==> src/rtl/bcd_time_counter.sv <==
// HH:MM:SS time-of-day counter in six BCD digits, driven by a 1 Hz prescaler tick.
// Optional 12-hour display with AM/PM flag when TIME_12H_EN is defined.
module bcd_time_counter #(
    parameter int CLK_HZ = 50_000_000
) (
    input  logic       iCLK,
    input  logic       iRST,
    input  logic       iRUN,
    input  logic       iSET_H,
    input  logic       iSET_M,
    input  logic       iCLR_SEC,
    output logic [3:0] oHEX0,
    output logic [3:0] oHEX1,
    output logic [3:0] oHEX2,
    output logic [3:0] oHEX3,
    output logic [3:0] oHEX4,
    output logic [3:0] oHEX5,
    output logic [5:0] oDOT,
    output logic       oTICK,
    output logic       oPM
);
    localparam int CW = $clog2(CLK_HZ);
    localparam logic [CW-1:0] CNT_MAX  = CW'(CLK_HZ - 1);
    localparam logic [CW-1:0] CNT_HALF = CW'(CLK_HZ / 2);

`ifdef TIME_12H_EN
    localparam logic [3:0] HR_T_RST = 4'd1;
    localparam logic [3:0] HR_U_RST = 4'd2;
`else
    localparam logic [3:0] HR_T_RST = 4'd0;
    localparam logic [3:0] HR_U_RST = 4'd0;
`endif

    logic [CW-1:0] cnt;
    logic [3:0]    secU, secT, minU, minT, hrU, hrT;
    logic          tickReg;
    logic          dotLit;
    logic          tick, secCarry, minCarry, incM, incH;

    // A clear in the same cycle as the 59->00 tick swallows the minute carry.
    always_comb begin
        tick     = iRUN && (cnt == CNT_MAX);
        secCarry = tick && !iCLR_SEC && (secT == 4'd5) && (secU == 4'd9);
        minCarry = secCarry && (minT == 4'd5) && (minU == 4'd9);
        incM     = secCarry || iSET_M;
        incH     = minCarry || iSET_H;
    end

`ifdef TIME_12H_EN
    logic pm;
    always_ff @(posedge iCLK) begin
        if (iRST) begin
            pm <= 1'b0;
        end else if (incH && (hrT == 4'd1) && (hrU == 4'd1)) begin
            pm <= ~pm;
        end
    end
    assign oPM = pm;
`else
    assign oPM = 1'b0;
`endif

    always_ff @(posedge iCLK) begin
        if (iRST) begin
            cnt     <= '0;
            tickReg <= 1'b0;
            dotLit  <= 1'b0;
            secU    <= 4'd0;
            secT    <= 4'd0;
            minU    <= 4'd0;
            minT    <= 4'd0;
            hrU     <= HR_U_RST;
            hrT     <= HR_T_RST;
        end else begin
            tickReg <= tick;
            dotLit  <= (cnt < CNT_HALF);

            if (iCLR_SEC) begin
                cnt <= '0;
            end else if (iRUN) begin
                cnt <= (cnt == CNT_MAX) ? '0 : cnt + 1'b1;
            end

            if (iCLR_SEC) begin
                secU <= 4'd0;
                secT <= 4'd0;
            end else if (tick) begin
                if (secU == 4'd9) begin
                    secU <= 4'd0;
                    secT <= (secT == 4'd5) ? 4'd0 : secT + 4'd1;
                end else begin
                    secU <= secU + 4'd1;
                end
            end

            if (incM) begin
                if (minU == 4'd9) begin
                    minU <= 4'd0;
                    minT <= (minT == 4'd5) ? 4'd0 : minT + 4'd1;
                end else begin
                    minU <= minU + 4'd1;
                end
            end

            if (incH) begin
`ifdef TIME_12H_EN
                if (hrT == 4'd1 && hrU == 4'd2) begin
                    hrT <= 4'd0;
                    hrU <= 4'd1;
                end else if (hrU == 4'd9) begin
                    hrT <= 4'd1;
                    hrU <= 4'd0;
                end else begin
                    hrU <= hrU + 4'd1;
                end
`else
                if (hrT == 4'd2 && hrU == 4'd3) begin
                    hrT <= 4'd0;
                    hrU <= 4'd0;
                end else if (hrU == 4'd9) begin
                    hrT <= hrT + 4'd1;
                    hrU <= 4'd0;
                end else begin
                    hrU <= hrU + 4'd1;
                end
`endif
            end
        end
    end

    // Only the HH.MM.SS separators blink; the dot drivers are active-low.
    assign oDOT  = {1'b1, ~dotLit, 1'b1, ~dotLit, 2'b11};
    assign oTICK = tickReg;
    assign oHEX0 = secU;
    assign oHEX1 = secT;
    assign oHEX2 = minU;
    assign oHEX3 = minT;
    assign oHEX4 = hrU;
    assign oHEX5 = hrT;

endmodule
==> config.mk <==
export PLATFORM = sky130hd
export DESIGN_NAME = bcd_time_counter
export DESIGN_NICKNAME = d
export VERILOG_FILES = /design/src/rtl/bcd_time_counter.sv
export SDC_FILE = /design/constraint.sdc
export NUM_CORES = 1
export LEC_CHECK = 0
export CAP_MARGIN = 30
export CORE_MARGIN = 4
export CORE_UTILIZATION = 66
export CTS_BUF_LIST = sky130_fd_sc_hd__clkbuf_4 sky130_fd_sc_hd__clkbuf_8
export DETAILED_ROUTE_END_ITERATION = 10
export DONT_BUFFER_PORTS = 1
export GPL_TIMING_DRIVEN = 0
export MAX_ROUTING_LAYER = met4
export PLACE_DENSITY = 0.9
export SYNTH_ARGS = -nofsm -noshare
export SYNTH_HDL_FRONTEND = slang
export SYNTH_SLANG_ARGS = --single-unit
==> constraint.sdc <==
create_clock -name iCLK -period 3.25 [get_ports iCLK]
set_clock_uncertainty 0.2 [all_clocks]
set_input_delay 0.975 -clock iCLK [delete_from_list [all_inputs] [get_ports iCLK]]
set_output_delay 0.975 -clock iCLK [all_outputs]
set_load 0.05 [all_outputs]
======== Yosys cells after proc, flatten, opt, wreduce, memory -nomap -nowiden ========
Cells that the tools add are included.
cells by class
  eq/ne operators ......................... 8
  mux-type cells .......................... 9
  add/sub/neg operators ................... 7
  bitwise logic cells ..................... 1
  magnitude comparators ................... 1
  reductions and logical operators ........ 15
operators by type and width
  kind                                                                            number
  4-bit two-way mux                                                               8
  26-bit by 1-bit adder with 26-bit output, second input constant                 1
  26-bit equality test, second input constant                                     1
  26-bit by 25-bit less-than comparator with 1-bit output, second input constant  1
  26-bit two-way mux                                                              1
  4-bit by 1-bit adder with 4-bit output, second input constant                   6
  4-bit equality test, second input constant                                      3
  4-bit by 2-bit equality test with 1-bit output, second input constant           2
  4-bit by 3-bit equality test with 1-bit output, second input constant           2
  1-bit logical AND                                                               7
  2-bit AND reduction                                                             3
  1-bit logical OR                                                                2
  2-bit nonzero test                                                              1
  2-bit OR reduction                                                              1
  1-bit logical NOT                                                               1
  1-bit NOT                                                                       1
storage, ports and cells
  output and inout port bits .............. 32
  register bits ........................... 52
  word-level logic and storage cells ...... 50
  input port bits ......................... 6

======== Depth between registers and ports, before layout ========
  word-level depth ........................ 9
  depth in mapped cells ................... 8
  mapped depth without buffers ............ 7

======== Least setup slack after synthesis ========
OpenSTA, ideal clock, no wires.
  path type ............................... input to register
  start ................................... input port iRUN
  end ..................................... register cnt[25]
  cell stages on the path ................. 6
  setup time .............................. 0.070 ns
  path slack .............................. 0.642 ns
  path buffers ............................ 1
  required time ........................... 2.980 ns
  arrival time ............................ 2.339 ns
  cell sequence ........................... nand4_2 or2_1 buf_6 or4_4 or3_1 a21oi_1
RTL lines
  what                    RTL line  source
  start: declaration      8         input logic iRUN,
  end signal: assignment  81        cnt <= (cnt == CNT_MAX) ? '0 : cnt + 1'b1;
  end: declaration        34        logic [CW-1:0] cnt;

======== Worst setup path after layout ========
  start ................................... register secU[3] (netlist: oHEX0[3])
  end ..................................... register minT[0] (netlist: oHEX3[0])
on the way
  longest elaborated chain between the ends .. 4
RTL lines
  what                                  RTL line  source
  start: declaration                    35        logic [3:0] secU, secT, minU, minT, hrU, hrT;
  start signal: assignment              92        secU <= secU + 4'd1;
  4-bit equality test                   43        secCarry = tick && !iCLR_SEC && (secT == 4'd5) && (secU == 4'd9);
  1-bit logical AND                     43
  1-bit logical OR                      45        incM = secCarry || iSET_M;
  2-bit AND reduction (no source line)  n/a
  end signal: assignment                99        minT <= (minT == 4'd5) ? 4'd0 : minT + 4'd1;
  end: declaration                      35
No other way between the ends.
A chain may end at the register's enable or synchronous reset.

==> results by group <==
Outcome
  • Outcome: finished clean

Power and ir drop
  • Pleak: around 0.97 nW
  • Max VDD drop: between 0.3 and 0.4 mV
  • Total power: roughly 1.2 mW
  • PD cells: about 410 mW/mm^2

Layout
  • Layout Nets: 338
  • Proportion of layout cells with a drive suffix above 1: 8.84%
  • Area Growth Syn to Fin: 6.84%
  • Fin cells: between 300 and 400
  • Ant. Diodes: 0

Run
  • MaxCap Viol Count: 0

Timing
  • Max Freq: 365 MHz
  • Final setup vio count: 0
  • Setup tns final: 0 ps
  • Post-route setup slack: 508 ps
  • Fin crit share: 84.4%
  • Slew HR: about 56%
  • RSZ-0062 raised after global routing: false
  • Worst Tran Pin Value: 660 ps
  • Final Hold Fails: 0
  • Max-slew violation count: 0
  • Fin crit period: around 2700 ps

Worst setup path
  • Worst path arrival time: 2740 ps
  • Startpoint Class: flop
  • Setup CP Type: reg2reg
  • CP max FO: 10
  • Worst EP required: ~3300 ps
  • Worst setup EP type: flop

Synthesis
  • Distinct cells, synth: 54
  • Synth cell count leaders: 52 x dfxtp_1, 43 x nor2_1, 23 x nand2_1
  • Yosys reg bits: 52
  • Syn Area/Cell: between 8 and 9 um^2
  • Most frequent cell after synthesis: dfxtp_1
  • Largest cells by area after synthesis: dfxtp_1 39%, xnor2_1 6.6%, nor2_1 6.0%
  • Synthesized area: roughly 0.0027 mm^2
  • Synth top area share: 39.0%
  • Cells after Synth: roughly 320
  • Ys Warns: 0
  • Register area share after synthesis: 39.0%
  • Fraction of registers with async set or reset after synthesis: 0%
  • Number of synthesized flops with an enable pin: 0
  • Main synth FF type: dfxtp_1
  • Cell taking the most area after synthesis: dfxtp_1

Global routing
  • Vias in the first global route: between 2,000 and 2,500
  • First-pass GRT wire length: slightly below 9000 um
  • Initial antenna violation count: 0
  • Grt total ovfl: 0
  • Total global-route track usage: 21.7%
  • Largest net degree at the start of global routing: 17

Drt
  • M1 wire length: about 2300 um
  • DRC Markers: 0
  • Post-DRT Antenna Nets: 0
  • WL per Instance: 14.1 um
  • Total wire length: ~5300 um
  • Routed wl met2: between 2000 and 3000 um
  • Vias per cell: between 5 and 6
  • Detailed Route Iter0 Violations: between 100 and 150
  • Detail Route met3 WL: 364 um
  • DR pass1 iterations: 4
  • Via count: about 2,200
  • Top routing layer used: met4

Die
  • Row cnt: 22
  • Starting Density: just over 70%
  • Die Height: roughly 70 um
  • Die boundary width: just over 70 um
  • Die Area: 0.00513 mm^2
  • IO Pins: 38
  • Placeable core area: approximately 0.0038 mm^2

CTS
  • Total CTS buffers: 5
  • Clock sinks: 52
  • Post-CTS Setup Repair Bufs: 0
  • Htree depth: 2
  • Longest Clk Path Bufs: 2
  • Clock latency on the worst-skew pair: 300 ps
  • Clock transition at path regs: 100 ps
  • CTS tree: done
  • # resized after CTS: 0
  • Clock root cell: clkbuf_8
  • Hold bufs inserted after CTS: 0

Placed design
  • # port buffers: 0
  • Placed Cells incl. Taps: about 370
  • Final Wtd Congestion: approximately 0.9
  • Pre-CTS setup slack: 501 ps
  • DPL Wire Length: about 3800 um

Min path
  • HP Class: reg2reg
## report_power, final
part / switching [mW] / internal, mW / leakage (nW)
clock network: 0.212 / 0.228 / 0.0541
logic: 0.0434 / 0.0192 / 0.500
registers: 0.0246 / 0.643 / 0.420
total: 0.280 / 0.890 / 0.974
## logic make-up after synthesis
family                   after synthesis  synth area share (%)
buffers and inverters                 30                  5.67
AO/OA/AOI/OAI                         44                  11.4
flip-flops                            52                  39.0
multiplexers                           5                  1.92
AND/OR/NAND/NOR                      151                  30.2
XOR/XNOR                              28                  9.18
adder cells (fa/ha/maj)                5                  2.34
other                                  2                 0.281
## placed cells by master, fill, tap and decap left out, types with 2 or more instances in the layout
cell,n
a2111oi_0,2
a21oi_1,9
a32o_1,3
a41o_1,2
and2_1,2
and3_1,4
and4_1,7
buf_4,8
clkbuf_1,6
clkbuf_8,5
conb_1,5
dfxtp_1,52
ha_1,5
inv_1,14
mux2i_1,4
nand2_1,23
nand3_1,11
nand3b_1,2
nand4_1,11
nor2_1,43
nor2b_1,10
nor3_1,11
nor4_1,7
nor4bb_1,3
o21ai_0,14
or2_2,2
or3_1,5
or3b_2,2
xnor2_1,20
xor2_1,8
## metrics by stage
stage	hold WS [ps]	util [%]	cell area, um^2
after floorplan	232	-	2680
after global placement	272	72.7	2740
after detailed placement	271	72.7	2740
after CTS	298	75.6	2850
after global routing	320	75.6	2850
final	307	75.6	2850
## path summary, 6_finish.rpt
path                               from                     to  slack, ps  cells after the start
setup / recovery  oHEX0[3]$_SDFFE_PP0N_  oHEX3[0]$_SDFFE_PP0P_        510                      5
hold / removal     cnt[25]$_SDFFE_PP0P_      dotLit$_SDFF_PP0_        310                      1
setup reg to reg  oHEX0[3]$_SDFFE_PP0N_  oHEX3[0]$_SDFFE_PP0P_        510                      5
hold reg to reg    cnt[25]$_SDFFE_PP0P_      dotLit$_SDFF_PP0_        310                      1
## worst max-delay path: stages, from the launching register on
cell	delay [ps]
dfxtp_1	700
nor4bb_1	500
and4_1	360
a31oi_2	230
nor3_1	280
mux2_2	360
## layout make-up
type,instances,area [um^2]
multi-input cells,238,1490
flip-flops and latches,52,1040
fillers,263,918
plain buffers,16,98.8
clock buffers,5,68.8
well taps,48,60.1
inverters,14,52.6
clock inverters,3,42.5
## metal layers
layer  vias up  GRT usage, %
met3         9          4.35
met1      1014          26.1
met5         -             -
met4         0          5.64
met2        83          37.0
li1       1124             -
## registers in the layout (all words and copies together), names as in the netlist
name and count:
oHEX5 4, oHEX2 4, dotLit 1, cnt 26, oHEX1 4, oHEX3 4
oHEX0 4, oTICK 1, oHEX4 4
(Power assumes the default switching activity.)
